$ cat src/rtl/calc_pkg.sv
// Shared types and constants for the parameter calculator.
package calc_pkg;

    typedef enum logic [1:0] {
        S_A   = 2'd0,
        S_B   = 2'd1,
        S_RES = 2'd2
    } state_t;

    typedef enum logic [1:0] {
        OP_ADD     = 2'd0,
        OP_SUB     = 2'd1,
        OP_MUL_AND = 2'd2,
        OP_XOR     = 2'd3
    } op_t;

    localparam logic [1:0] DM_RES = 2'd0;
    localparam logic [1:0] DM_A   = 2'd1;
    localparam logic [1:0] DM_B   = 2'd2;

endpackage

$ cat src/rtl/btn_edge.sv
// Rising-edge detector for a button level already synchronous to clk.
module btn_edge (
    input  logic clk,
    input  logic reset,
    input  logic level,
    output logic pulse
);

    logic r_prev;

    // Cleared on reset so a button held through reset yields one event at release.
    always_ff @(posedge clk) begin
        if (reset) r_prev <= 1'b0;
        else       r_prev <= level;
    end

    assign pulse = level & ~r_prev;

endmodule

$ cat src/rtl/param_calculator.sv
// Two-operand calculator FSM with display mux; define CALC_MUL_EN to make opcode 10 a multiply
// (otherwise it is bitwise AND).
module param_calculator
    import calc_pkg::*;
#(
    parameter int WIDTH = 8
) (
    input  logic             clk,
    input  logic             reset,
    input  logic [WIDTH-1:0] sw,
    input  logic [1:0]       op_sel,
    input  logic             confirm,
    input  logic             mode_change,
    output logic [WIDTH-1:0] disp_val,
    output logic [1:0]       disp_mode,
    output logic [1:0]       state_o,
    output logic             valid,
    output logic             ovf
);

    logic [1:0]       r_state;
    logic [WIDTH-1:0] r_opA;
    logic [WIDTH-1:0] r_opB;
    logic [1:0]       r_op;
    logic [WIDTH-1:0] r_res;
    logic             r_ovf;
    logic [1:0]       r_disp_mode;

    logic             w_conf;
    logic             w_mode;
    logic             w_load_b;
    logic [WIDTH-1:0] w_b;
    logic [1:0]       w_op;
    logic [WIDTH:0]   w_sum;
    logic [WIDTH-1:0] w_res;
    logic             w_ovf;

    btn_edge u_conf_edge (.clk(clk), .reset(reset), .level(confirm),     .pulse(w_conf));
    btn_edge u_mode_edge (.clk(clk), .reset(reset), .level(mode_change), .pulse(w_mode));

    // The ALU sees the incoming operand/opcode on the loading edge, so the result
    // lands on the same edge as opB/op without an extra cycle.
    assign w_load_b = w_conf && (r_state == S_B);
    assign w_b      = w_load_b ? sw     : r_opB;
    assign w_op     = w_load_b ? op_sel : r_op;
    assign w_sum    = {1'b0, r_opA} + {1'b0, w_b};

`ifdef CALC_MUL_EN
    logic [2*WIDTH-1:0] w_prod;
    assign w_prod = {{WIDTH{1'b0}}, r_opA} * {{WIDTH{1'b0}}, w_b};
`endif

    always_comb begin
        w_res = '0;
        w_ovf = 1'b0;
        case (w_op)
            OP_ADD: begin
                w_res = w_sum[WIDTH-1:0];
                w_ovf = w_sum[WIDTH];
            end
            OP_SUB: begin
                w_res = r_opA - w_b;
                w_ovf = (r_opA < w_b);
            end
            OP_MUL_AND: begin
`ifdef CALC_MUL_EN
                w_res = w_prod[WIDTH-1:0];
                w_ovf = |w_prod[2*WIDTH-1:WIDTH];
`else
                w_res = r_opA & w_b;
                w_ovf = 1'b0;
`endif
            end
            default: begin
                w_res = r_opA ^ w_b;
                w_ovf = 1'b0;
            end
        endcase
    end

    always_ff @(posedge clk) begin
        if (reset) begin
            r_state <= S_A;
            r_opA   <= '0;
            r_opB   <= '0;
            r_op    <= '0;
            r_res   <= '0;
            r_ovf   <= 1'b0;
        end else if (w_conf) begin
            case (r_state)
                S_A: begin
                    r_opA   <= sw;
                    r_state <= S_B;
                end
                S_B: begin
                    r_opB   <= sw;
                    r_op    <= op_sel;
                    r_res   <= w_res;
                    r_ovf   <= w_ovf;
                    r_state <= S_RES;
                end
                S_RES: begin
                    r_opA   <= r_res;
                    r_state <= S_B;
                end
                default: r_state <= S_A;
            endcase
        end
    end

    always_ff @(posedge clk) begin
        if (reset) begin
            r_disp_mode <= DM_RES;
        end else if (w_mode) begin
            case (r_disp_mode)
                DM_RES:  r_disp_mode <= DM_A;
                DM_A:    r_disp_mode <= DM_B;
                default: r_disp_mode <= DM_RES;
            endcase
        end
    end

    always_comb begin
        case (r_disp_mode)
            DM_A:    disp_val = r_opA;
            DM_B:    disp_val = r_opB;
            default: disp_val = (r_state == S_RES) ? r_res : sw;
        endcase
    end

    assign disp_mode = r_disp_mode;
    assign state_o   = r_state;
    assign valid     = (r_state == S_RES);
    assign ovf       = r_ovf;

endmodule
$ cat config.mk
export PLATFORM = sky130hd
export DESIGN_NAME = param_calculator
export DESIGN_NICKNAME = d
export VERILOG_FILES = /design/src/rtl/calc_pkg.sv /design/src/rtl/btn_edge.sv /design/src/rtl/param_calculator.sv
export SDC_FILE = /design/constraint.sdc
export NUM_CORES = 1
export LEC_CHECK = 0
export ABC_AREA = 1
export CORE_ASPECT_RATIO = 1.75
export CORE_MARGIN = 3
export CORE_UTILIZATION = 69
export CTS_CLUSTER_SIZE = 24
export DETAILED_ROUTE_END_ITERATION = 12
export DONT_BUFFER_PORTS = 1
export GPL_TIMING_DRIVEN = 0
export PLACE_DENSITY = 0.86
export SYNTH_ARGS = -nofsm -noshare
export SYNTH_HDL_FRONTEND = slang
export SYNTH_SLANG_ARGS = --single-unit
$ cat constraint.sdc
create_clock -name clk -period 4 [get_ports clk]
set_input_delay 0.8 -clock clk [delete_from_list [all_inputs] [get_ports clk]]
set_output_delay 0.8 -clock clk [all_outputs]
set_load 0.05 [all_outputs]
After elaboration in Yosys (flattened, before gate mapping)

Cells that the tools add are included.

Bits of input ports: 14
Bits in registers: 33
Output and inout port bits: 14
Logic and storage cells: 41

$lt $le $gt $ge: 1
Equality and inequality tests: 6
Reductions and logical operators: 8
Multiplexer cells: 9
Add/subtract/negate cells: 2
Bitwise operators: 6

Operators by type and width:

| kind                                                                   | count |
|---|---|
| 8-bit one-hot mux with 2 select lines                                  | 2 |
| 8-bit one-hot mux with 3 select lines                                  | 1 |
| 8-bit two-way mux                                                      | 2 |
| 8-bit by 8-bit adder with 9-bit output                                 | 1 |
| 8-bit bitwise AND                                                      | 1 |
| 8-bit less-than comparator                                             | 1 |
| 2-bit one-hot mux with 2 select lines                                  | 2 |
| 8-bit subtractor                                                       | 1 |
| 8-bit bitwise XOR                                                      | 1 |
| 2-bit by 1-bit equality test with 1-bit output (second input constant) | 3 |
| 2-bit equality test (second input constant)                            | 3 |
| 2-bit logical NOT                                                      | 3 |
| 2-bit AND reduction                                                    | 2 |
| 1-bit bitwise AND                                                      | 2 |
| 2-bit two-way mux                                                      | 1 |
| 1-bit inverter                                                         | 2 |
| 1-bit one-hot mux with 2 select lines                                  | 1 |
| 2-bit nonzero test                                                     | 1 |
| 2-bit OR reduction                                                     | 1 |
| 1-bit logical AND                                                      | 1 |

Logic depth before layout (Yosys ltp)

Gate-level depths: netlist (run 1).

Word-level depth: 6
Gate-level depth with buffers: 22
Mapped depth without buffers: 20

Modules after synthesis

A second synthesis (run 1) with hierarchy kept.

Cells, all modules: 402
Area, all modules: 2541.2 µm²

Modules (own cells, without submodules):

| module           | sequential area each (µm²) | area each (µm²) | cells an instance | times used |
|---|---|---|---|---|
| param_calculator | 620.6                      | 2478.6          | 394               | 1 |
| btn_edge         | 20.0                       | 31.3            | 4                 | 2 |

Least setup slack after synthesis (run 1)

OpenSTA, ideal clock, no wires.

Path type: flip-flop to output port
Start: register r_disp_mode[0], in the netlist disp_mode[0]
End: output disp_val[5]
Data required time: 3.200 ns
Stages on the path, launching flop included: 7
Buffers on the path: 1
Path slack: 0.769 ns
Arrival time: 2.431 ns
Cells stage by stage: dfxtp_1 inv_1 ha_1 inv_1 clkbuf_1 a21oi_1 a22oi_1

Cells in the longest elaborated chain, start to end: 2
Elaborated cells between the ends (all ways): 3
Classes of those cells: eq/ne: 2; mux: 1

Ends and longest elaborated chain:

| what                                                                                         | RTL line                | RTL |
|---|---|---|
| start, declared                                                                              | param_calculator.sv:27  | `logic [1:0] r_disp_mode;` |
| start signal, assigned                                                                       | param_calculator.sv:113 | `r_disp_mode <= DM_RES;` |
| start signal, assigned                                                                       | param_calculator.sv:116 | `DM_RES: r_disp_mode <= DM_A;` |
| start signal, assigned                                                                       | param_calculator.sv:117 | `DM_A: r_disp_mode <= DM_B;` |
| 2-bit equality test / 2-bit by 1-bit equality test with 1-bit output (equally long branches) | param_calculator.sv:124 | `case (r_disp_mode)` |
| 8-bit one-hot mux with 2 select lines *                                                      | param_calculator.sv:124 |  |
| end, declared                                                                                | param_calculator.sv:14  | `output logic [WIDTH-1:0] disp_val,` |

Every way passes the cells marked *; elsewhere a longest branch is shown, timed or not.

Worst setup path in the final report (run 1)

Start: register r_disp_mode[0], in the netlist disp_mode[0]
End: output disp_val[6]

Same word-level chain as after synthesis.

==> out/results.ini, run 1 <==
[status]
status=finished clean

[pwr]
internal_power_uw=571
fin_total_pwr_uw=968
vdd_drop_max_v=0.000282
clock_power_share_pct=25.0
net-switching-power_uw=397
share_seq_of_total_power_pct=39.1
switching_share_pct=41.0
power_frac_comb_pct=35.9
power.static_leakage_nw=1.41
power_density_nw_per_um2=367

[clock_network]
clk-insertion-delay-late_ns=0.29
cts_buffers=5
cts.sinks=33
clock_tree.buffer_depth=2
cts_hold_buffers=0
path_clk_slew_ns=0.07
cts_tree=yes
cts.htree.levels=2
cts.root.buffer_cell=sky130_fd_sc_hd__clkbuf_8
postCtsSetupRepairBufs=0

[timing]
final_layout_worst_hold_slack_ns=0.480
worstMarginPinSlew_ns=0.957
clock_skew_ns=0.0135
final.min_clock_period_ns=3.91
worst_setup_margin_ns=0.0933
final_min_period_over_clock_period_pct=97.7
clock.fmax_ghz=0.256
timing_hold_violations_final=0
relSlewSlack_pct=35.8
setup_viol=0
slew_violations=0
grt_setup_unrepaired=yes

[global_route]
grt_usage_pct=30.8
first_global_vias=2387
wire_length_of_the_first_global_routing_pass_um=10500
grt_start_max_net_pins=11
number_of_antenna_violations_at_the_first_check_in_global_routing=0
grt_overflow=0

[routing]
drt-initial-drc-count=130
detail-route-antenna-nets=0
first_pass_iters=5
drc=0
vias_per_cell=5.79
routed_wire_length_per_instance_um=15.1
finalWirelength_um=6480
num_vias=2484

[worst_setup_path]
crit-reg2reg-launch=state_o[0]
cp_num_buf_inv=3
critPathMaxFanout=10
critPathLaunchType=flip-flop
worstSetupPathType=flip-flop to primary output
crit_family=compound AO/OA/AOI/OAI gates
reg2reg_end=ovf
top_cell_by_count_worst_path=sky130_fd_sc_hd__inv_1
critPathArrivalTime_ns=3.11
r2r_depth=19
crit_path_cell_trace=inv_1, ha_1, inv_1, clkbuf_1, a21oi_1, a22oi_1
worst_path_largest_cell_delay_ns=0.88
nature_of_the_critical_path_endpoint=primary output
reg2reg_slack_ns=0.77
critical_path_required_ns=3.20
cpMaxStageDelayCell=sky130_fd_sc_hd__a22oi_1

[synth]
postSynthNetCount=413
synth.largest_area_cell=sky130_fd_sc_hd__dfxtp_1
ys_dominant_reg_cell=sky130_fd_sc_hd__dfxtp_1
netlist_top_cells_area=sky130_fd_sc_hd__dfxtp_1, sky130_fd_sc_hd__nand2_1, sky130_fd_sc_hd__ha_1
count_of_flip_flops_with_a_built_in_enable_after_synthesis=0
yosys_warn_count=0
synthesis.instances=376
syn-cell-area_um2=2490
synth_seq_cells=33
count_leader_synth=sky130_fd_sc_hd__nand2_1
yosys-top-cells-count=sky130_fd_sc_hd__nand2_1, sky130_fd_sc_hd__inv_1, sky130_fd_sc_hd__dfxtp_1
netlist-cell-type-count=33
async_reset_ff_share_pct=0
synth_sequential_area_ratio_pct=26.5
yosys.area.top_type_share_pct=26.5
synth.avg_cell_area_um2=6.63

[placement]
dp_hpwl_um=4940
port-buffer-count=0
area_after_dpl_um2=2550
dp_worst_setup_slack_ns=0.421
place.gp.congestion=0.975

[die]
die_x_um=51.4
fp.coreArea_um2=3430
initial_utilization_pct=72.6
die_y_um=85.5
core.rowCount=28
design.portCount=28
die-area_um2=4400

[hold_path]
worst_hold_path.num_cells=2
timing.hold.worst.class=flip-flop to flip-flop
beginning_of_the_worst_hold_path=r_res[5]
hold-path-endpoint=r_res[5]

[job]
drv_cap=0

[final_layout]
antenna_cells_inserted=0
drive_gt1_share_pct=9.11
final_util_pct=76.7
finish.instance_area_um2=2640
nets=420
flow.area_growth_from_synthesis_pct=5.78

## through the flow
| stage | setup TNS [ns] | instances |
|---|---|---|
| after floorplan | 0 | 376 |
| after global routing | -0.0732 | 429 |
| after global placement | 0 | 421 |
| after detailed placement | 0 | 421 |
| final | 0 | 429 |
| after CTS | 0 | 429 |
## area by class of cell
class                           count  area (um^2)
Buffer                             13         70.1
Clock buffer                        6         72.6
Clock inverter                      2         10.0
Fill cell                         301          798
Inverter                           57          214
Multi-Input combinational cell    273         1550
Sequential cell                    33          661
Tap cell                           45         56.3
## power groups by stage
stage / combinational [mW] / clock, mW / sequential [mW]
floorplan: 0.280 / 0 / 0.379
global placement: 0.327 / 0 / 0.383
detailed placement: 0.338 / 0 / 0.385
global route: 0.385 / 0.254 / 0.380
finish: 0.348 / 0.242 / 0.378
CTS: 0.340 / 0.239 / 0.378
## kinds of logic after synthesis
logic type | synth area share [%]
flops | 26.5
simple gates | 30.3
mux | 2.81
buf+inv | 11.4
compound gates | 16.8
fa+ha+maj | 12.2
## registers in the layout, indices dropped and copies added (netlist names)
signal / count
u_mode_edge.r_prev: 1
r_res: 8
ovf: 1
r_opA: 8
state_o: 2
u_conf_edge.r_prev: 1
disp_mode: 2
r_op: 2
r_opB: 8
## worst max-delay path by stage
stage                       startpoint           to  cells past startpoint
after floorplan           disp_mode[0]  disp_val[5]                      6
after global placement    disp_mode[0]  disp_val[6]                      6
after detailed placement  disp_mode[0]  disp_val[5]                      6
after CTS                 disp_mode[0]  disp_val[5]                      6
after global routing      disp_mode[0]  disp_val[7]                      6
final                     disp_mode[0]  disp_val[6]                      6
## cells in the final DEF (no fill, tap or decap), drive strengths merged
cell type,instances
a21oi,31
nor2,31
nand3,29
nor2b,1
a21o,1
o211ai,2
mux2i,7
fa,2
o31ai,1
o21ai,34
a22oi,7
nand2,92
buf,7
clkbuf,12
clkinv,2
or2,6
ha,21
nand3b,1
and2,1
dfxtp,33
nor3,3
o22ai,1
inv,57
nand4,2
## worst reg2reg max path, delay by kind of cell, from the launching register on
kind                     cells  cell delay, ns
AO/OA/AOI/OAI                2            0.54
adder cells (fa/ha/maj)      1            0.44
AND/OR/NAND/NOR             12            0.93
flip-flops                   1            0.67
buffers and inverters        4            0.51
## metal layers
| metal | up-vias | part of all wire, % | global-route usage (%) |
|---|---|---|---|
| li1 | 1229 | - | - |
| met1 | 1143 | 38 | 32.8 |
| met2 | 93 | 53 | 57.4 |
| met3 | 19 | 5.8 | 4.39 |
| met4 | 0 | 2.8 | 13.6 |
| met5 | - | 0 | 0 |
## what timing repair did
item / in CTS / in global routing
endpoints found under the setup margin: 0 / 3
endpoints found under the hold margin: 0 / 0
gates resized for setup: 0 / 1
Power figures use the tool's default switching activity.
==> run 2, diff against run 1 <==
- CORE_UTILIZATION: 69 -> 58
- PLACE_DENSITY: 0.86 -> 0.77
- clock period: 4 -> 3.19 ns (I/O delays scaled with it)
==> run 2 against run 1 <==
Compared with the run above: count of clock-buffer cells in the layout decreased by 1; die area increased by 17%; sequential share of layout area decreased by 0.083 points; hold slack got worse by 0.0059 ns; routed wire length increased by 2.1%; global-route usage decreased by 3.8 points; via count increased by 0.16%; clock power increased by 30%; highest routed layer unchanged.
==> out/results.ini, run 2 (synthesized netlist as in run 1, its figures left out) <==
[worst_setup_path]
crit_family=compound AO/OA/AOI/OAI gates
crit_path_cell_trace=inv_1, ha_1, inv_1, clkbuf_2, a21oi_1, a22oi_2
critPathLaunchType=flip-flop
cp_num_buf_inv=3
critPathMaxFanout=10
top_cell_by_count_worst_path=sky130_fd_sc_hd__inv_1
worstSetupPathType=flip-flop to primary output
cpMaxStageDelayCell=sky130_fd_sc_hd__a22oi_2
reg2reg_slack_ns=0.25
critical_path_required_ns=2.55
nature_of_the_critical_path_endpoint=primary output
critPathArrivalTime_ns=2.46
worst_path_largest_cell_delay_ns=0.58

[pwr]
vdd_drop_max_v=0.000488
clock_power_share_pct=25.5
internal_power_uw=721
power_density_nw_per_um2=460
share_seq_of_total_power_pct=38.3
power_frac_comb_pct=36.2
net-switching-power_uw=514
power.static_leakage_nw=1.42
switching_share_pct=41.6

[hold_path]
timing.hold.worst.class=flip-flop to flip-flop

[routing]
first_pass_iters=4
detail-route-antenna-nets=0
drc=0
finalWirelength_um=6620
vias_per_cell=5.76
drt-initial-drc-count=119
num_vias=2488
routed_wire_length_per_instance_um=15.3

[status]
status=finished clean

[final_layout]
flow.area_growth_from_synthesis_pct=7.73
regArea_um2=671
multi_input_comb_area_um2=1580
nets=420
fill_cells=366
final_util_pct=66.8
layout.cells.most_common=sky130_fd_sc_hd__nand2_1
drive_gt1_share_pct=12.2
most-common-layout-cells=sky130_fd_sc_hd__nand2_1, sky130_fd_sc_hd__inv_1, sky130_fd_sc_hd__a21oi_1
reg_top3=r_opA (8), r_opB (8), r_res (8)
antenna_cells_inserted=0
final_cell_count_no_fill=432

[clock_network]
cts.htree.levels=2
postCtsSetupRepairBufs=0
cts.root.buffer_cell=sky130_fd_sc_hd__clkbuf_8
cts_buffers=5
clock_tree.buffer_depth=2
cts.sinks=33
cts_tree=yes
path_clk_slew_ns=0.08
clk-insertion-delay-late_ns=0.30
cts_hold_buffers=0

[timing]
timing_hold_violations_final=0
final.min_clock_period_ns=3.10
clock.fmax_ghz=0.323
final_min_period_over_clock_period_pct=97.1
setup_viol=0
worstMarginPinSlew_ns=0.948
grt_setup_unrepaired=no
slew_violations=0
relSlewSlack_pct=36.4
clock_skew_ns=0.0117
final.setup.tns_ns=0
worst_setup_margin_ns=0.0940

[die]
die-area_um2=5150
die_x_um=55.5
initial_utilization_pct=62.0
design.portCount=28
die_y_um=92.7
core.rowCount=30
fp.coreArea_um2=4020

[placement]
dp.cells=424
dp_worst_setup_slack_ns=-0.185
port-buffer-count=0
place.gp.congestion=0.891
dp_hpwl_um=5150

[global_route]
grt_overflow=0
grt_usage_pct=27.1
first_global_vias=2462
grt_start_max_net_pins=12
number_of_antenna_violations_at_the_first_check_in_global_routing=0
wire_length_of_the_first_global_routing_pass_um=11200

[job]
drv_cap=0

==> run 2: cell types whose count changed in the layout (fill, tap and decap cells not counted), moves of 2 or more <==
cell / before / now
sky130_fd_sc_hd__dfxtp_1: 33 / 29
sky130_fd_sc_hd__dfxtp_4: 0 / 2
sky130_fd_sc_hd__a22oi_1: 6 / 0
sky130_fd_sc_hd__dfxtp_2: 0 / 2
sky130_fd_sc_hd__clkbuf_1: 6 / 4
sky130_fd_sc_hd__a22oi_2: 1 / 7
==> run 2: final cells by class <==
| class | instances | area share (%) |
|---|---|---|
| plain buffers | 13 | 2.66 |
| flip-flops and latches | 33 | 25.0 |
| clock inverters | 3 | 0.653 |
| inverters | 57 | 7.97 |
| well taps | 48 | 2.24 |
| clock buffers | 5 | 2.56 |
| multi-input cells | 273 | 58.9 |
==> run 2: worst register-to-register path, cell delays in order (launching register included) <==
cell	delay, ns
sky130_fd_sc_hd__dfxtp_4	0.41
sky130_fd_sc_hd__inv_2	0.11
sky130_fd_sc_hd__nor2_4	0.05
sky130_fd_sc_hd__nand2_2	0.10
sky130_fd_sc_hd__buf_6	0.16
sky130_fd_sc_hd__inv_2	0.10
sky130_fd_sc_hd__or2_2	0.28
sky130_fd_sc_hd__o21ai_0	0.19
sky130_fd_sc_hd__inv_1	0.10
sky130_fd_sc_hd__ha_1	0.28
sky130_fd_sc_hd__buf_2	0.17
sky130_fd_sc_hd__inv_1	0.12
sky130_fd_sc_hd__nand2_1	0.09
sky130_fd_sc_hd__nand2_1	0.08
sky130_fd_sc_hd__nand3_1	0.11
sky130_fd_sc_hd__nand2_1	0.08
sky130_fd_sc_hd__nand2_1	0.06
sky130_fd_sc_hd__nand2_1	0.06
sky130_fd_sc_hd__nand2_1	0.04
sky130_fd_sc_hd__nand2_1	0.05
sky130_fd_sc_hd__nand2_1	0.05
sky130_fd_sc_hd__nand2_1	0.07
sky130_fd_sc_hd__a21oi_1	0.06
==> run 2: final timing paths <==
path                start     endpoint  depth (start not counted)
max reg2reg    state_o[0]          ovf                         22
min              r_res[7]     r_res[7]                          2
max          disp_mode[0]  disp_val[5]                          6
min reg2reg      r_res[7]     r_res[7]                          2
==> run 2: what timing repair did <==
item | CTS | global route
endpoints found under the hold margin | 0 | 0
pin swaps | 3 | 0
setup endpoints to repair | 9 | 5
resized for setup | 11 | 4
==> run 2: power by group through the flow <==
stage / clock [mW] / sequential [mW] / combinational (mW)
finish: 0.315 / 0.473 / 0.447
global route: 0.329 / 0.476 / 0.501
CTS: 0.314 / 0.473 / 0.441
detailed placement: 0 / 0.482 / 0.429
global placement: 0 / 0.481 / 0.419
floorplan: 0 / 0.475 / 0.351
==> run 2: metal layers <==
layer	GRT usage, %	vias to the layer above	part of all wire, %
met2	47.8	86	53
met4	16.6	0	3.4
li1	-	1220	-
met5	0	-	0
met3	4.32	21	5.1
met1	29.7	1161	39
==> run 2: through the flow <==
stage	hold slack, ns	instance area (um^2)	power [mW]
6_report	0.474	2680	1.23
5_1_grt	0.481	2680	1.31
4_1_cts	0.472	2670	1.23
3_5_place_dp	0.459	2550	0.910
3_3_place_gp	0.453	2550	0.899
2_1_floorplan	0.444	2490	0.826
